**config.mk**
```make
export PLATFORM = sky130hd
export DESIGN_NAME = iq_demod_decim
export DESIGN_NICKNAME = d
export VERILOG_FILES = /design/src/rtl/iq_demod_pkg.sv /design/src/rtl/iq_mixer_fs4.sv /design/src/rtl/iq_demod_decim.sv
export SDC_FILE = /design/constraint.sdc
export NUM_CORES = 1
export LEC_CHECK = 0
export BUFFER_PORTS_ARGS = -buffer_cell sky130_fd_sc_hd__buf_2
export CAP_MARGIN = 40
export CORE_MARGIN = 4
export CORE_UTILIZATION = 40
export DETAILED_ROUTE_END_ITERATION = 12
export PLACE_DENSITY = 0.57
export SYNTH_ARGS = -nofsm -noshare
export SYNTH_HDL_FRONTEND = slang
export SYNTH_HIERARCHICAL = 1
export SYNTH_SLANG_ARGS = --single-unit
```
**constraint.sdc**
```tcl
create_clock -name clk -period 2.2 [get_ports clk]
set_clock_uncertainty 0.1 [all_clocks]
set_input_delay 0.22 -clock clk [delete_from_list [all_inputs] [get_ports clk]]
set_output_delay 0.22 -clock clk [all_outputs]
set_load 0.03 [all_outputs]
```
**src/rtl/iq_demod_pkg.sv**
```systemverilog
// Shared types and the fs/4 mixing rule for the IQ demodulator/decimator.
`timescale 1ns/1ps
package iq_demod_pkg;

  typedef enum logic [1:0] {PH_0 = 2'd0, PH_1 = 2'd1, PH_2 = 2'd2, PH_3 = 2'd3} phase_t;

  localparam logic SB_UPPER     = 1'b0;
  localparam logic SB_LOWER     = 1'b1;
  localparam int   MAX_DEC_LOG2 = 4;

  typedef struct packed {
    logic signed [31:0] i_m;
    logic signed [31:0] q_m;
  } mix_pair_t;

  // cos = +1,0,-1,0 and sin = 0,+s,0,-s, so every product is a pass, a negate or a zero.
  function automatic mix_pair_t mix_fs4(input phase_t ph, input logic sb,
                                        input logic signed [31:0] i,
                                        input logic signed [31:0] q);
    mix_pair_t r;
    logic signed [31:0] i_s;
    logic signed [31:0] q_s;
    i_s = (sb == SB_LOWER) ? -i : i;
    q_s = (sb == SB_LOWER) ? -q : q;
    case (ph)
      PH_0:    begin r.i_m = i;    r.q_m = q;    end
      PH_1:    begin r.i_m = -q_s; r.q_m = i_s;  end
      PH_2:    begin r.i_m = -i;   r.q_m = -q;   end
      default: begin r.i_m = q_s;  r.q_m = -i_s; end
    endcase
    return r;
  endfunction

endpackage

```
**src/rtl/iq_mixer_fs4.sv**
```systemverilog
// Quarter-rate phase counter and registered fs/4 mixer (pipeline stage 1).
`timescale 1ns/1ps
module iq_mixer_fs4
  import iq_demod_pkg::*;
#(
  parameter int DATA_W = 5
) (
  input  logic                     clk,
  input  logic                     resetn,
  input  logic                     adc_rdy,
  input  logic signed [DATA_W-1:0] i_if,
  input  logic signed [DATA_W-1:0] q_if,
  input  logic                     sideband,
  input  logic                     phase_sync,
  output logic signed [DATA_W:0]   i_m,
  output logic signed [DATA_W:0]   q_m,
  output logic                     mix_vld,
  output phase_t                   phase
);

  phase_t     cur_ph;
  phase_t     nxt_ph;
  logic [1:0] ph_inc;
  mix_pair_t  mix;
  logic       unused_mix_msbs;

  // A sync strobe makes the sample in the same cycle the phase-0 sample.
  always_comb begin
    cur_ph = phase_sync ? PH_0 : phase;
    ph_inc = cur_ph + 2'd1;
    nxt_ph = phase_t'(ph_inc);
    mix    = mix_fs4(cur_ph, sideband, 32'(i_if), 32'(q_if));
  end

  assign unused_mix_msbs = ^{mix.i_m[31:DATA_W+1], mix.q_m[31:DATA_W+1]};

  always_ff @(posedge clk or negedge resetn) begin
    if (!resetn) begin
      phase   <= PH_0;
      mix_vld <= 1'b0;
      i_m     <= '0;
      q_m     <= '0;
    end else if (adc_rdy) begin
      phase   <= nxt_ph;
      mix_vld <= 1'b1;
      i_m     <= mix.i_m[DATA_W:0];
      q_m     <= mix.q_m[DATA_W:0];
    end else begin
      phase   <= cur_ph;
      mix_vld <= 1'b0;
    end
  end

endmodule

```
**src/rtl/iq_demod_decim.sv**
```systemverilog
// fs/4 IQ baseband demodulator followed by a 2^DEC_LOG2 integrate-and-dump decimator.
`timescale 1ns/1ps
module iq_demod_decim
  import iq_demod_pkg::*;
#(
  parameter  int DATA_W   = 5,
  parameter  int DEC_LOG2 = 0,
  localparam int OUT_W    = DATA_W + 1 + DEC_LOG2
) (
  input  logic                     clk,
  input  logic                     resetn,
  input  logic                     ADC_rdy,
  input  logic signed [DATA_W-1:0] I_IF,
  input  logic signed [DATA_W-1:0] Q_IF,
  input  logic                     sideband,
  input  logic                     phase_sync,
  output logic signed [OUT_W-1:0]  I_BB,
  output logic signed [OUT_W-1:0]  Q_BB,
  output logic                     demod_rdy,
  output logic [1:0]               phase
);

  // Handshake: ADC_rdy and demod_rdy are single-cycle strobes with no back-pressure;
  // I_IF/Q_IF are valid only while ADC_rdy is high, I_BB/Q_BB change only with demod_rdy.

  localparam int                CNT_W    = (DEC_LOG2 > 0) ? DEC_LOG2 : 1;
  localparam logic [CNT_W-1:0]  CNT_LAST = CNT_W'((1 << DEC_LOG2) - 1);

  if (DEC_LOG2 < 0 || DEC_LOG2 > MAX_DEC_LOG2) begin : g_bad_dec_log2
    $error("iq_demod_decim: DEC_LOG2=%0d outside 0..%0d", DEC_LOG2, MAX_DEC_LOG2);
  end

  logic signed [DATA_W:0]  i_m;
  logic signed [DATA_W:0]  q_m;
  logic                    mix_vld;
  phase_t                  mix_phase;
  logic signed [OUT_W-1:0] acc_i;
  logic signed [OUT_W-1:0] acc_q;
  logic signed [OUT_W-1:0] sum_i;
  logic signed [OUT_W-1:0] sum_q;
  logic [CNT_W-1:0]        dec_cnt;

  iq_mixer_fs4 #(.DATA_W(DATA_W)) u_mixer (
    .clk        (clk),
    .resetn     (resetn),
    .adc_rdy    (ADC_rdy),
    .i_if       (I_IF),
    .q_if       (Q_IF),
    .sideband   (sideband),
    .phase_sync (phase_sync),
    .i_m        (i_m),
    .q_m        (q_m),
    .mix_vld    (mix_vld),
    .phase      (mix_phase)
  );

  assign phase = mix_phase;
  assign sum_i = acc_i + OUT_W'(i_m);
  assign sum_q = acc_q + OUT_W'(q_m);

  // A sync drops the stage-1 sample waiting here so no partial group is ever dumped.
  always_ff @(posedge clk or negedge resetn) begin
    if (!resetn) begin
      acc_i     <= '0;
      acc_q     <= '0;
      dec_cnt   <= '0;
      I_BB      <= '0;
      Q_BB      <= '0;
      demod_rdy <= 1'b0;
    end else if (phase_sync) begin
      acc_i     <= '0;
      acc_q     <= '0;
      dec_cnt   <= '0;
      demod_rdy <= 1'b0;
    end else if (mix_vld) begin
      if (dec_cnt == CNT_LAST) begin
        I_BB      <= sum_i;
        Q_BB      <= sum_q;
        acc_i     <= '0;
        acc_q     <= '0;
        dec_cnt   <= '0;
        demod_rdy <= 1'b1;
      end else begin
        acc_i     <= sum_i;
        acc_q     <= sum_q;
        dec_cnt   <= dec_cnt + 1'b1;
        demod_rdy <= 1'b0;
      end
    end else begin
      demod_rdy <= 1'b0;
    end
  end

endmodule

```
# Word level (Yosys, flattened, before mapping)

Index checks and enable logic that the tools add are counted.

Register bits: 41
Bits in latches: 0
RAM bits: 0
ROM bits: 0
Input bits: 15
Output and inout port bits: 15
Logic and storage cells: 43
Memories kept: 0

Add/sub/neg operators: 8
Multipliers: 0
Div/mod/pow operators: 0
$lt $le $gt $ge: 0
Eq/ne operators: 2
Shift operators: 0
Multiplexer cells: 18
Bitwise operators: 2
Reduce and logical (&&, ||, !) cells: 3

Operators with widths:

| kind                                                 | count |
|---|---|
| case mux 38 bit (3 select lines)                     | 1 |
| negator 5 -> 32 bit                                  | 2 |
| two-way mux 6 bit                                    | 7 |
| two-way mux 32 bit                                   | 1 |
| negator 32 bit                                       | 1 |
| adder 6 bit                                          | 2 |
| two-way mux 1 bit                                    | 7 |
| negator 6 bit                                        | 1 |
| two-way mux 2 bit                                    | 2 |
| AND reduction 3 bit                                  | 1 |
| adder 2 x 1 -> 2 bit (second input constant)         | 1 |
| equality test 2 x 1 -> 1 bit (second input constant) | 1 |
| equality test 2 bit (second input constant)          | 1 |
| zero test 2 bit                                      | 1 |
| inverter 1 bit                                       | 2 |
| nonzero test 2 bit                                   | 1 |
| adder 1 bit (second input constant)                  | 1 |

# Depth between registers and ports, before layout

Gate-level depths: netlist of the first run.

Depth after elaboration: 4
Depth in mapped cells: 10
Gate-level depth less buffers: 8

# By module

Netlist of the first run, hierarchy kept.

By module, submodules not included:

| module         | instances | cells each | area each (um^2) | seq. area each (um^2) |
|---|---|---|---|---|
| iq_mixer_fs4   | 1         | 167        | 1377.6           | 375.4 |
| iq_demod_decim | 1         | 27         | 528.0            | 325.3 |

# Least setup slack after synthesis of the first run

No wires, ideal clock.

Kind: register to register
From: reg u_mixer.phase[0]
To: reg u_mixer.i_m[2]
Arrival time: 1.918 ns
Data required time: 1.962 ns
Slack: 0.044 ns
Cell stages (with the launch flop): 11
Buffers on the path: 3
Period minus slack after synthesis: 2.156 ns
Cell sequence: dfrtp_1 > nand2b_1 > clkbuf_1 > inv_1 > ha_1 > clkbuf_1 > clkbuf_1 > a211oi_1 > a21oi_1 > nor2_1 > a21oi_1

Cells in the longest elaborated chain, start to end: 3
Elaborated cells between the ends (all ways): 5
Those cells by class: eq/ne (2); mux (2); reduce/logical (1)

Ends and longest elaborated chain:

| what                                        | line               | source |
|---|---|---|
| from (decl)                                 | iq_mixer_fs4.sv:18 | `output phase_t phase` |
| from (signal assigned)                      | iq_mixer_fs4.sv:44 | `phase <= nxt_ph;` |
| from (signal assigned)                      | iq_mixer_fs4.sv:49 | `phase <= cur_ph;` |
| two-way mux 2 bit *                         | iq_mixer_fs4.sv:29 | `cur_ph = phase_sync ? PH_0 : phase;` |
| equality test 2 bit (tied with other cells) | iq_demod_pkg.sv:25 | `case (ph)` |
| case mux 38 bit (3 select lines) *          | iq_demod_pkg.sv:25 |  |
| to (signal assigned)                        | iq_mixer_fs4.sv:46 | `i_m <= mix.i_m[DATA_W:0];` |
| to (decl)                                   | iq_mixer_fs4.sv:15 | `output logic signed [DATA_W:0] i_m,` |

Mark *: on every way between the ends. The rest lies on a longest branch, timed or not.
A chain may end at the register's enable or synchronous reset.

# Worst setup path after layout of the first run

From: reg u_mixer.phase[0]
To: reg u_mixer.q_m[4]

Cells in the longest elaborated chain, start to end: 3
Elaborated cells between the ends (all ways): 5
Those cells by class: eq/ne (2); mux (2); reduce/logical (1)

Ends and longest elaborated chain:

| what                                        | line               | source |
|---|---|---|
| two-way mux 2 bit *                         | iq_mixer_fs4.sv:29 |  |
| equality test 2 bit (tied with other cells) | iq_demod_pkg.sv:25 |  |
| case mux 38 bit (3 select lines) *          | iq_demod_pkg.sv:25 |  |
| to (signal assigned)                        | iq_mixer_fs4.sv:47 | `q_m <= mix.q_m[DATA_W:0];` |
| to (decl)                                   | iq_mixer_fs4.sv:16 | `output logic signed [DATA_W:0] q_m,` |

Marks and branches as above.

==> results of run 1 <==
-- layout by cell type (no fill, tap or decap), types with 3 or more instances in the layout --
master,Yosys,layout
inv_1,11,11
o211ai_1,3,3
a21oi_1,13,13
nand2_1,9,9
nor2_1,12,12
o21ai_0,7,7
clkbuf_8,0,3
mux2_4,9,9
buf_2,3,29
dfrtp_1,28,28
nor2b_1,7,7
a31oi_1,3,3
ha_1,7,7
a221oi_1,3,3
mux2i_1,4,4
nor3_1,3,3
xnor2_1,8,8
o31ai_1,4,4
nand2b_1,7,6
xor2_1,3,3
mux2_2,5,5
buf_4,0,4
-- cells by family after synthesis --
family          synth area share
buf+inv                  0.06369
compound gates            0.1825
mux                       0.1215
flops                     0.3677
simple gates              0.1681
fa+ha+maj                0.04596
xor+xnor                 0.05056
-- worst max-delay path by stage --
stage | cells after the start | start | endpoint
after global routing | 8 | u_mixer/phase[0] | u_mixer/q_m[4]
after global placement | 8 | Q_IF[0] | u_mixer/i_m[5]
after floorplan | 10 | u_mixer/phase[0] | u_mixer/i_m[2]
final | 8 | u_mixer/phase[0] | u_mixer/q_m[4]
after detailed placement | 8 | Q_IF[0] | u_mixer/i_m[5]
after CTS | 7 | u_mixer/phase[0] | u_mixer/i_m[1]
-- per-layer routing --
metal / GRT usage / vias up / routed length, um
met5: 0 / - / 0
met4: 0.06050 / 0 / 73
met3: 0.004684 / 6 / 161
met2: 0.2317 / 57 / 1892
met1: 0.2162 / 733 / 2117
li1: - / 740 / -
-- through the flow --
stage	worst slack (ns)	cells	util	TNS, ns	area (um2)
3_3_place_gp	0.04290	265	0.4617	0	2066
3_5_place_dp	-0.02107	265	0.4617	-0.02107	2066
4_1_cts	0.1344	269	0.4732	0	2117
2_1_floorplan	0.04418	194	-	0	1906
6_report	0.2055	269	0.4737	0	2120
5_1_grt	0.03990	269	0.4737	0	2120
-- report_power, final --
part	switching, mW	total, mW	internal [mW]
logic	0.348	0.587	0.239
registers	0.0523	0.668	0.616
clock network	0.144	0.266	0.122
-- final cells by class --
class	instances	area, um2
timing repair buffer	34	185.2
sequential	28	700.7
multi-input combinational	141	1086
clock buffer	3	41.29
fill	451	2355
inverter	11	41.29
tap	52	65.06
-- worst max-delay path, stage by stage (launching register included) --
cell,delay (ns)
dfrtp_1,0.41
nand2b_2,0.16
inv_1,0.09
ha_1,0.33
nand2b_1,0.29
a21oi_1,0.14
o21ai_0,0.12
a21oi_1,0.17
a311oi_1,0.06
-- state kept, by name (all words and copies together), names as in the netlist --
name	cells
demod_rdy	1
u_mixer/q_m	6
I_BB	6
u_mixer/phase	2
u_mixer/i_m	6
u_mixer/mix_vld	1
Q_BB	6
-- Yosys cell counts (3+ instances only) --
| library cell | n | area share |
|---|---|---|
| a21oi_1 | 13 | 0.034 |
| a221oi_1 | 3 | 0.014 |
| a31oi_1 | 3 | 0.0099 |
| buf_2 | 3 | 0.0079 |
| clkbuf_1 | 9 | 0.018 |
| dfrtp_1 | 28 | 0.37 |
| ha_1 | 7 | 0.046 |
| inv_1 | 11 | 0.022 |
| mux2_2 | 5 | 0.030 |
| mux2_4 | 9 | 0.071 |
| mux2i_1 | 4 | 0.021 |
| nand2_1 | 9 | 0.018 |
| nand2b_1 | 7 | 0.023 |
| nor2_1 | 12 | 0.024 |
| nor2b_1 | 7 | 0.023 |
| nor3_1 | 3 | 0.0079 |
| o211ai_1 | 3 | 0.012 |
| o21ai_0 | 7 | 0.018 |
| o31ai_1 | 4 | 0.016 |
| xnor2_1 | 8 | 0.037 |
| xor2_1 | 3 | 0.014 |
-- what timing repair did --
item                                    CTS  global route
resized for setup                         0             1
endpoints found under the hold margin    28             0
endpoints found under the setup margin    0             2
hold buffers                              1             0
setup buffers                             0             0
==> out/results.tsv, run 1 <==
metric	value	unit
status	finished, final reports clean	
antenna_found_initial	0	
whs	0.1039	ns
synthFlopType	dfrtp_1	
detail_route.vias_per_cell	5.710	
reg2reg_from	u_mixer/phase[0]	
netlist-cell-type-count	49	
crit_type	flop to flop	
dr.pass1.iters	4	
path_clk_slew	0.09	ns
coreArea	4474	um2
drive_above_1_share	0.2627	
io_pins	30	
arrival	2.04	ns
reg2reg_to	u_mixer/q_m[4]	
ys_seq_area_frac	0.3677	
vias	1536	
hold_end	u_mixer/mix_vld	
cp-end-kind	flop	
detail-route-antenna-nets	0	
clock_path_buffers	2	
finalMaxSlewViolations	0	
layout.nets	241	
grt_setup_unrepaired	false	
min_period	1.994	ns
die_h	77.02	um
area_growth_syn_to_layout	11.23	%
die_w	77.02	um
cts_inserted_buffers	3	
setup_viol	0	
htreeDepth	1	
tightest_slew	0.5896	ns
wire_per_inst	15.78	um
cts.sinks	28	
async_flop_share	1.000	
hold_depth	1	
syn_inst	194	
netlist_area	1906	um2
ys_warn_count	6	
start_util	0.4259	
track_usage	0.1484	
drtIter0Drc	98	
crit_fanout	12	
ys_ff_latch	28	
min_path_type	input pin to flop	
hp-start	ADC_rdy	
finalCritPeriodShare	0.9066	
clkLatencyLatePin	0.26	ns
drc_errors	0	
synth_nets	216	
fmax	501.4	MHz
fp-row-count	24	
r2r_slack	0.21	ns
cts_tree	yes	
grt_pass1_wl	7.389	mm
ir_drop	261.8	uV
gp_congestion	0.8829	
synth_edf_count	0	
grt_max_degree	29	
n_antenna_cell	0	
io_buffer_count	29	
start_kind	flop	
max_cap_viol_count	0	
slew-limit-headroom	0.6069	
avgSynthCellArea	9.823	um2
required	2.25	ns
power_density	717.9	nW/um2
worstRegToRegCells	8	
timing_hold_violations_final	0	
overflow	0	
p_total	1.522	mW
cts_root_buffer	clkbuf_8	
grt_pass1_vias	1487	
dp_hpwl	3.235	mm
drt-total-wl	4.245	mm
power_leakage	0.9408	nW
dieArea	5932	um2
(Power assumes the default switching activity.)
==> inputs of run 2 (changes only) <==
--- a/config.mk
+++ b/config.mk
@@ -8,9 +8,9 @@
 export BUFFER_PORTS_ARGS = -buffer_cell sky130_fd_sc_hd__buf_2
 export CAP_MARGIN = 40
 export CORE_MARGIN = 4
-export CORE_UTILIZATION = 40
+export CORE_UTILIZATION = 35
 export DETAILED_ROUTE_END_ITERATION = 12
-export PLACE_DENSITY = 0.57
+export PLACE_DENSITY = 0.51
 export SYNTH_ARGS = -nofsm -noshare
 export SYNTH_HDL_FRONTEND = slang
 export SYNTH_HIERARCHICAL = 1
==> out/results.tsv, run 2 (same netlist as run 1, synthesis figures left out) <==
metric	value	unit	change
status	finished, final reports clean		unchanged
dp_cells	292		was 265
crit_cells	7		was 8
detail-route-antenna-nets	0		unchanged
tns	0	ns	unchanged
cp-end-kind	flop		unchanged
path_clk_slew	0.09	ns	about the same
ir_drop	320.1	uV	was 261.8 uV
hold_depth	2		was 1
start_kind	flop		unchanged
crit_type	flop to flop		unchanged
io_pins	30		unchanged
grt_pass1_wl	7.376	mm	was 7.389 mm
antenna_found_initial	0		unchanged
area_growth_syn_to_layout	17.40	%	was 11.23%
required	2.26	ns	was 2.25 ns
cts_inserted_buffers	3		unchanged
clock_path_buffers	2		unchanged
grt_pass1_vias	1496		was 1487
start_util	0.3661		was 0.4259
die_w	81.79	um	was 77.02 um
htreeDepth	1		unchanged
cp_slowest_cell	dfrtp_1		unchanged
grt_max_degree	29		unchanged
cpPeakStageDelay	0.38	ns	was 0.41 ns
crit_fanout	11		was 12
io_buffer_count	29		unchanged
die_h	81.79	um	was 77.02 um
power_leakage	0.9974	nW	was 0.9408 nW
track_usage	0.1427		was 0.1484
min_path_type	input pin to flop		unchanged
cts.sinks	28		unchanged
cts_root_buffer	clkbuf_8		unchanged
drt-total-wl	4.430	mm	was 4.245 mm
layout.nets	250		was 241
slew-limit-headroom	0.5814		was 0.6069
dp_hpwl	3.412	mm	was 3.235 mm
drc_errors	0		unchanged
layoutNonFillerInstCount	297		was 269
critPathTopFamily	compound AO/OA/AOI/OAI gates		unchanged
tightest_slew	0.6279	ns	was 0.5896 ns
grt_setup_unrepaired	false		unchanged
cts_tree	yes		unchanged
cp_cell_sequence	nand2b_1 > inv_1 > ha_1 > a221oi_1 > o21a_1 > a21oi_1 > mux2_2		was nand2b_2 > inv_1 > ha_1 > nand2b_1 > a21oi_1 > o21ai_0 > a21oi_1 > a311oi_1
wire_per_inst	14.92	um	was 15.78 um
coreArea	5205	um2	was 4474 um2
overflow	0		unchanged
gp_congestion	0.8415		was 0.8829
detail_route.vias_per_cell	5.178		was 5.710
fillCellCount	535		was 451
worstRegToRegCells	7		was 8
dieArea	6689	um2	was 5932 um2
setup_viol	0		unchanged
mostFrequentLayoutCells	29 x buf_2, 28 x dfrtp_1, 13 x buf_4, 13 x a21oi_1, 12 x nor2_1		was 29 x buf_2, 28 x dfrtp_1, 13 x a21oi_1
drive_above_1_share	0.2907		was 0.2627
cts_setup_buffers	0		unchanged
crit_buf_inv	1		unchanged
power_density	745.3	nW/um2	was 717.9 nW/um2
finalCritPeriodShare	0.9216		was 0.9066
n_antenna_cell	0		unchanged
max_cap_viol_count	0		unchanged
dr.pass1.iters	4		unchanged
finalMaxSlewViolations	0		unchanged
drtIter0Drc	98		unchanged
final_common_cell	buf_2		unchanged
fmax	493.2	MHz	was 501.4 MHz
min_period	2.028	ns	was 1.994 ns
clkLatencyLatePin	0.27	ns	was 0.26 ns
timing_hold_violations_final	0		unchanged
fp-row-count	26		was 24
vias	1538		was 1536
arrival	2.09	ns	was 2.04 ns
## run 2: through the flow
stage               setup WS [ns]    util  power [mW]  cell area, um2  hold slack (ns)
global route              0.02902  0.4298       1.776            2237           0.1977
floorplan                 0.04418       -       1.099            1906          -0.1756
detailed placement       0.008373  0.4142       1.285            2156           0.1771
CTS                        0.1832  0.4298       1.688            2237           0.1855
finish                     0.1725  0.4298       1.667            2237           0.1937
global placement        -0.006905  0.4142       1.283            2156           0.1744
## run 2: cell type report
cell class              count  area, um2  area share
multi-input cells         141       1084      0.4843
repair buffers             43      252.7      0.1130
inverters                  11      41.29     0.01846
clock buffers               3      41.29     0.01846
well taps                  70      87.58     0.03915
clock inverters             1      30.03     0.01342
flip-flops and latches     28      700.7      0.3132
## run 2: worst paths after layout
kind | end | slack [ns] | from
max | u_mixer/q_m[2] | 0.17 | u_mixer/phase[0]
min | u_mixer/q_m[0] | 0.19 | ADC_rdy
max reg2reg | u_mixer/q_m[2] | 0.17 | u_mixer/phase[0]
min reg2reg | I_BB[2] | 0.41 | I_BB[2]
max in group asynchronous | I_BB[3] | 1.20 | resetn
min in group asynchronous | I_BB[0] | 0.39 | resetn
## run 2: per-layer routing
| metal | GRT usage | part of all wire | wire [um] | up-vias |
|---|---|---|---|---|
| li1 | - | - | - | 765 |
| met1 | 0.2134 | 0.51 | 2252 | 715 |
| met2 | 0.2100 | 0.43 | 1905 | 50 |
| met3 | 0.008772 | 0.039 | 174 | 8 |
| met4 | 0.06146 | 0.022 | 97 | 0 |
| met5 | 0 | 0 | 0 | - |
## run 2: what timing repair did
item                      in CTS  in global routing
hold endpoints to repair      28                  0
hold buffers                   1                  0
gates resized for setup        0                  0
## run 2: where the power goes
group          switching (mW)  total [mW]  internal, mW
clock network           0.153       0.396         0.243
registers              0.0519       0.668         0.616
logic                   0.349       0.603         0.255
total                   0.553        1.67          1.11
